===== config.mk =====
export PLATFORM = sky130hd
export DESIGN_NAME = store_rmw_packer_flat
export DESIGN_NICKNAME = d
export VERILOG_FILES = /design/src/rtl/store_rmw_packer_if.sv /design/src/rtl/store_rmw_packer.sv /design/src/flat_wrapper.sv
export SDC_FILE = /design/constraint.sdc
export NUM_CORES = 1
export LEC_CHECK = 0
export CAP_MARGIN = 20
export CORE_MARGIN = 2
export CORE_UTILIZATION = 42
export DETAILED_ROUTE_END_ITERATION = 8
export PLACE_DENSITY = 0.82
export SYNTH_ARGS = -nofsm -noshare
export SYNTH_HDL_FRONTEND = slang
export SYNTH_SLANG_ARGS = --single-unit

===== constraint.sdc =====
create_clock -name clk -period 2.1 [get_ports clk]
set_input_delay 0.315 -clock clk [delete_from_list [all_inputs] [get_ports clk]]
set_output_delay 0.315 -clock clk [all_outputs]
set_load 0.1 [all_outputs]

===== src/rtl/store_rmw_packer_if.sv =====
// Store-side bus bundle of store_rmw_packer: MEM-stage request/response plus
// the data-RAM port. The packer uses the slave view, its environment the master view.
interface store_rmw_packer_if #(
  parameter int ADDR_W = 32
);
  logic              st_valid;
  logic              st_ready;
  logic [ADDR_W-1:0] st_addr;
  logic [31:0]       st_wdata;
  logic [1:0]        st_size;
  logic              st_done;
  logic              st_err;
  logic [ADDR_W-1:0] mem_addr;
  logic              mem_rd_en;
  logic [31:0]       mem_rdata;
  logic              mem_wr_en;
  logic [31:0]       mem_wdata;

  modport slave (
    input  st_valid, st_addr, st_wdata, st_size, mem_rdata,
    output st_ready, st_done, st_err, mem_addr, mem_rd_en, mem_wr_en, mem_wdata
  );

  modport master (
    output st_valid, st_addr, st_wdata, st_size, mem_rdata,
    input  st_ready, st_done, st_err, mem_addr, mem_rd_en, mem_wr_en, mem_wdata
  );
endinterface


===== src/rtl/store_rmw_packer.sv =====
// MEM-stage store narrowing unit: places byte/half/word stores into a memory
// without byte enables via read-modify-write. Optional macro: STORE_ALIGN_CHECK_EN.
module store_rmw_packer #(
  parameter int ADDR_W         = 32,
  parameter int WORD_ONLY_FAST = 1
) (
  input  logic                clk,
  input  logic                rst,
  store_rmw_packer_if.slave   bus,
  output logic [2:0]          dbg_state_o
);
  // Handshake: a request is taken on a rising edge where st_valid & st_ready;
  // st_ready is high only in IDLE, so st_valid during a store is ignored and
  // the requester holds its request. st_done pulses once per accepted request,
  // with st_err qualifying it.

  typedef enum logic [2:0] {
    S_IDLE = 3'd0,
    S_RD   = 3'd1,
    S_MRG  = 3'd2,
    S_WR   = 3'd3,
    S_RESP = 3'd4
  } state_e;

  state_e            state_q, state_d;
  logic [31:0]       wdata_q;
  logic [1:0]        size_q;
  logic [1:0]        off_q;
  logic              st_ready_q, st_ready_d;
  logic              st_done_q, st_done_d;
  logic              st_err_q, st_err_d;
  logic              rd_en_q, rd_en_d;
  logic              wr_en_q, wr_en_d;
  logic [ADDR_W-1:0] mem_addr_q, mem_addr_d;
  logic [31:0]       mem_wdata_q, mem_wdata_d;
  logic [31:0]       merged;
  logic              accept, reject, fast;

  assign accept = bus.st_valid & st_ready_q;
  assign fast   = (WORD_ONLY_FAST != 0) && (bus.st_size == 2'b00);

`ifdef STORE_ALIGN_CHECK_EN
  assign reject = (bus.st_size == 2'b11)
                | ((bus.st_size == 2'b01) & bus.st_addr[0])
                | ((bus.st_size == 2'b00) & (bus.st_addr[1:0] != 2'b00));
`else
  assign reject = (bus.st_size == 2'b11);
`endif

  always_ff @(posedge clk) begin
    if (rst) begin
      state_q     <= S_IDLE;
      wdata_q     <= '0;
      size_q      <= '0;
      off_q       <= '0;
      st_ready_q  <= 1'b1;
      st_done_q   <= 1'b0;
      st_err_q    <= 1'b0;
      rd_en_q     <= 1'b0;
      wr_en_q     <= 1'b0;
      mem_addr_q  <= '0;
      mem_wdata_q <= '0;
    end else begin
      state_q     <= state_d;
      st_ready_q  <= st_ready_d;
      st_done_q   <= st_done_d;
      st_err_q    <= st_err_d;
      rd_en_q     <= rd_en_d;
      wr_en_q     <= wr_en_d;
      mem_addr_q  <= mem_addr_d;
      mem_wdata_q <= mem_wdata_d;
      if (accept) begin
        wdata_q <= bus.st_wdata;
        size_q  <= bus.st_size;
        off_q   <= bus.st_addr[1:0];
      end
    end
  end

  always_comb begin
    state_d = state_q;
    case (state_q)
      S_IDLE: begin
        if (accept) begin
          if (reject)    state_d = S_RESP;
          else if (fast) state_d = S_WR;
          else           state_d = S_RD;
        end
      end
      S_RD:    state_d = S_MRG;
      S_MRG:   state_d = S_WR;
      S_WR:    state_d = S_IDLE;
      S_RESP:  state_d = S_IDLE;
      default: state_d = S_IDLE;
    endcase
  end

  // Little-endian lane replacement on the word read back during RD.
  always_comb begin
    merged = bus.mem_rdata;
    case (size_q)
      2'b10:   merged[{off_q, 3'b000} +: 8]         = wdata_q[7:0];
      2'b01:   merged[{off_q[1], 4'b0000} +: 16]    = wdata_q[15:0];
      default: merged                               = wdata_q;
    endcase
  end

  // Outputs are decoded from the next state and registered so each strobe
  // lines up with the state it belongs to.
  always_comb begin
    st_ready_d  = (state_d == S_IDLE);
    st_done_d   = (state_d == S_WR) || (state_d == S_RESP);
    st_err_d    = (state_d == S_RESP);
    rd_en_d     = (state_d == S_RD);
    wr_en_d     = (state_d == S_WR);
    mem_addr_d  = mem_addr_q;
    mem_wdata_d = mem_wdata_q;
    if (accept && !reject) begin
      mem_addr_d = {bus.st_addr[ADDR_W-1:2], 2'b00};
      if (fast) mem_wdata_d = bus.st_wdata;
    end
    if (state_q == S_MRG) mem_wdata_d = merged;
  end

  assign bus.st_ready  = st_ready_q;
  assign bus.st_done   = st_done_q;
  assign bus.st_err    = st_err_q;
  assign bus.mem_rd_en = rd_en_q;
  assign bus.mem_wr_en = wr_en_q;
  assign bus.mem_addr  = mem_addr_q;
  assign bus.mem_wdata = mem_wdata_q;
  assign dbg_state_o   = state_q;
endmodule


===== src/flat_wrapper.sv =====
// flat-port wrapper written by rule: the top's interface ports become plain ports
module store_rmw_packer_flat 
#(
  parameter int ADDR_W         = 32,
  parameter int WORD_ONLY_FAST = 1
)
  (clk, rst, dbg_state_o, bus_st_valid, bus_st_addr, bus_st_wdata, bus_st_size, bus_mem_rdata, bus_st_ready, bus_st_done, bus_st_err, bus_mem_addr, bus_mem_rd_en, bus_mem_wr_en, bus_mem_wdata);
  store_rmw_packer_if #(.ADDR_W(ADDR_W)) bus_i ();
  input  logic clk;
  input  logic rst;
  output logic [2:0] dbg_state_o;
  input wire logic [$bits(bus_i.st_valid)-1:0] bus_st_valid;
  input wire logic [$bits(bus_i.st_addr)-1:0] bus_st_addr;
  input wire logic [$bits(bus_i.st_wdata)-1:0] bus_st_wdata;
  input wire logic [$bits(bus_i.st_size)-1:0] bus_st_size;
  input wire logic [$bits(bus_i.mem_rdata)-1:0] bus_mem_rdata;
  output wire logic [$bits(bus_i.st_ready)-1:0] bus_st_ready;
  output wire logic [$bits(bus_i.st_done)-1:0] bus_st_done;
  output wire logic [$bits(bus_i.st_err)-1:0] bus_st_err;
  output wire logic [$bits(bus_i.mem_addr)-1:0] bus_mem_addr;
  output wire logic [$bits(bus_i.mem_rd_en)-1:0] bus_mem_rd_en;
  output wire logic [$bits(bus_i.mem_wr_en)-1:0] bus_mem_wr_en;
  output wire logic [$bits(bus_i.mem_wdata)-1:0] bus_mem_wdata;
  assign bus_i.st_valid = bus_st_valid;
  assign bus_i.st_addr = bus_st_addr;
  assign bus_i.st_wdata = bus_st_wdata;
  assign bus_i.st_size = bus_st_size;
  assign bus_i.mem_rdata = bus_mem_rdata;
  assign bus_st_ready = bus_i.st_ready;
  assign bus_st_done = bus_i.st_done;
  assign bus_st_err = bus_i.st_err;
  assign bus_mem_addr = bus_i.mem_addr;
  assign bus_mem_rd_en = bus_i.mem_rd_en;
  assign bus_mem_wr_en = bus_i.mem_wr_en;
  assign bus_mem_wdata = bus_i.mem_wdata;
  store_rmw_packer #(.ADDR_W(ADDR_W), .WORD_ONLY_FAST(WORD_ONLY_FAST)) u_core (.clk(clk), .rst(rst), .bus(bus_i), .dbg_state_o(dbg_state_o));
endmodule

==> impl_metrics.toml <==
[route]
num_vias = 5122
avgRoutedWirePerCell_um = 17.5
remaining_drc_errors = 0
drtIter0Drc = 311
routed_via_density = 5.68
drtAntennaViolNets = 0
wl_um = 15800
first_pass_iters = 5

[critical_path]
cp-end-kind = "flop"
cp_slowest_cell = "a211o_1"
r2r_end = "u_core.bus.mem_wdata[5]$_SDFFE_PP0P_"
r2r_cells = 6
crit_type = "reg -> reg"
max_stage_delay_ps = 400
path_cells = "inv_1 > ha_2 > and4bb_2 > a211o_1 > a221oi_1 > a311oi_1"
reg2reg_slack_ps = 100
r2r-start = "u_core.off_q[1]$_SDFFE_PP0N_"
start_kind = "flop"
crit_path_max_fanout = 8
cp.required_ps = 2320
cp.arrival_ps = 2220

[finish]
area_growth_pct = 40.2
layout-drive-gt1-share = 0.206
antenna_cells = 0
finalNetCount = 858
layout_common_cells = "nand2_1 (168), dfxtp_1 (103), clkdlybuf4s50_1 (99)"
final_common_cell = "nand2_1"

[hold_path]
hold_depth = 2
holdPathEnd = "u_core.wdata_q[24]$_SDFFE_PP0N_"
min_from = "rst"
hp-class = "in -> reg"

[timing]
rsz0062_at_grt = "true"
fin_skew_ps = 9.51
drv_slew = 0
hold_viol = 0
tightest_slew_ps = 508
fin_crit_sh = 0.951
finalSetupViolations = 0
fin_crit_ps = 2000
fmax_mhz = 501
fin_setup_tns_ps = 0
slew-limit-headroom = 0.660
layout_setup_ws_ps = 103

[synthesis]
synth_async_sr_flop_share = 0
seq_area_frac_synth = 0.415
ys.flop_type = "dfxtp_1"
ys_ff_latch = 106
syn_inst = 594
synth_edf_count = 0
ys_types = 43
syn_area_per_cell_um2 = 8.62
netlist_area_um2 = 5120
yosys_warnings = 0

[floorplan]
start_util = 0.428
core_area_um2 = 12000
ios = 173
core.rowCount = 40
die_area_um2 = 13100
chipHeight_um = 114
die_w_um = 114

[global_route]
grt_pass1_wl_um = 25300
grtUsageTotal = 0.245
grt_pass1_vias = 5104
grt-ovfl-total = 0
grt_max_degree = 41
antenna_found_initial = 0

[clock_network]
htreeDepth = 3
cts_hold_buf = 0
clkSlewWorstSetupHoldPaths_ps = 70
cts.path.max_buffers = 2
numCtsBuffers = 9
cts_root_buf = "clkbuf_16"
clock-sinks = 106
clock_latency_ps = 350
cts_tree = "built"

[status]
outcome = "finished clean"

[run]
cap_violations = 0

[power]
powerDensity_nw_per_um2 = 884
leakage_nw = 2.77
ir_worst_vdd_v = 0.000624

[placed_design]
io_buffers = 170
hpwl_um = 11800
dp_slack_ps = -36.9
gp_congestion = 0.912
worst max-delay path by stage:
stage                                               from                                     to  slack [ps]  cells after the start
after floorplan           u_core.bus.st_ready$_SDFF_PP1_  u_core.bus.mem_wdata[28]$_SDFFE_PP0P_         -30                      6
after global placement                      bus_st_valid  u_core.bus.mem_wdata[25]$_SDFFE_PP0P_          80                      6
after detailed placement                    bus_st_valid  u_core.bus.mem_wdata[18]$_SDFFE_PP0P_         -40                      7
after CTS                   u_core.off_q[0]$_SDFFE_PP0N_  u_core.bus.mem_wdata[24]$_SDFFE_PP0P_          90                      6
after global routing        u_core.off_q[1]$_SDFFE_PP0N_  u_core.bus.mem_wdata[17]$_SDFFE_PP0P_         -50                      6
final                       u_core.off_q[1]$_SDFFE_PP0N_   u_core.bus.mem_wdata[5]$_SDFFE_PP0P_         100                      6
critical path, delay by kind of cell (launching register included):
kind / cells / cell delay (ps)
compound gates: 3 / 860
fa+ha+maj: 1 / 360
buf+inv: 1 / 70
flops: 1 / 330
simple gates: 1 / 240
layer usage:
metal | wire [um] | part of all wire | GRT usage
met3 | 1370 | 0.087 | 0.0768
met2 | 7780 | 0.49 | 0.417
met5 | 0 | 0 | 0
met4 | 296 | 0.019 | 0.0846
met1 | 6340 | 0.40 | 0.292
area by class of cell:
cell class | instances | area (um^2)
clock buffer | 9 | 225
timing repair buffer | 199 | 1800
inverter | 5 | 18.8
sequential | 106 | 2130
clock inverter | 6 | 73.8
fill | 1012 | 4780
multi-input combinational | 429 | 2750
tap | 147 | 184
synth_stat cells, drive strengths merged, types with 2 or more instances:
master | number | share of area
a2111oi | 16 | 0.043
nor3b | 17 | 0.027
a221oi | 32 | 0.065
clkbuf | 28 | 0.021
buf | 27 | 0.033
and2 | 2 | 0.0024
a21oi | 69 | 0.067
inv | 5 | 0.0037
nor2b | 4 | 0.0049
nor3 | 6 | 0.010
mux2i | 32 | 0.063
a32o | 8 | 0.016
nor2 | 9 | 0.0066
dfxtp | 106 | 0.41
a31oi | 8 | 0.0098
ha | 7 | 0.017
a311oi | 16 | 0.027
o21a | 2 | 0.0029
nand2 | 169 | 0.12
o21ai | 16 | 0.016
state kept, by name (all words and copies together) (netlist names):
signal	count
u_core.bus.mem_wr_en	1
u_core.dbg_state_o	3
u_core.bus.st_err	1
u_core.off_q	2
u_core.wdata_q	32
u_core.bus.mem_wdata	32
u_core.bus.st_ready	1
u_core.bus.st_done	1
u_core.bus.mem_addr	30
u_core.bus.mem_rd_en	1
u_core.size_q	2
where the power goes:
group / switching (W) / total [W] / internal (W)
clock: 0.000771 / 0.00170 / 0.000932
sequential: 0.000146 / 0.00235 / 0.00220
combinational: 0.00161 / 0.00230 / 0.000685
total: 0.00253 / 0.00635 / 0.00382
kinds of logic after synthesis:
family / after synthesis / synth area share
AOI/OAI and AO/OA: 172 / 0.255
xor gates and xnor gates: 1 / 0.00171
adders and majority gates: 7 / 0.0171
buffers and inverters: 60 / 0.0574
DFF: 106 / 0.415
muxes: 32 / 0.0626
other: 1 / 0.000733
and+or+nand+nor: 215 / 0.191
repair_timing:
item	in CTS	in global routing
gates resized for setup	0	6
hold endpoints to repair	0	0
buffers inserted	0	1
endpoints found under the setup margin	0	8
through the flow:
step                utilization  power, W  cells  hold WS [ps]  area (um^2)
finish                    0.600   0.00635    901           412         7180
global route              0.600   0.00661    901           437         7180
CTS                       0.597   0.00638    900           399         7140
detailed placement        0.572   0.00467    885           449         6840
global placement          0.572   0.00463    885           442         6840
floorplan                     -   0.00401    595           436         5140
(Power assumes the default switching activity.)
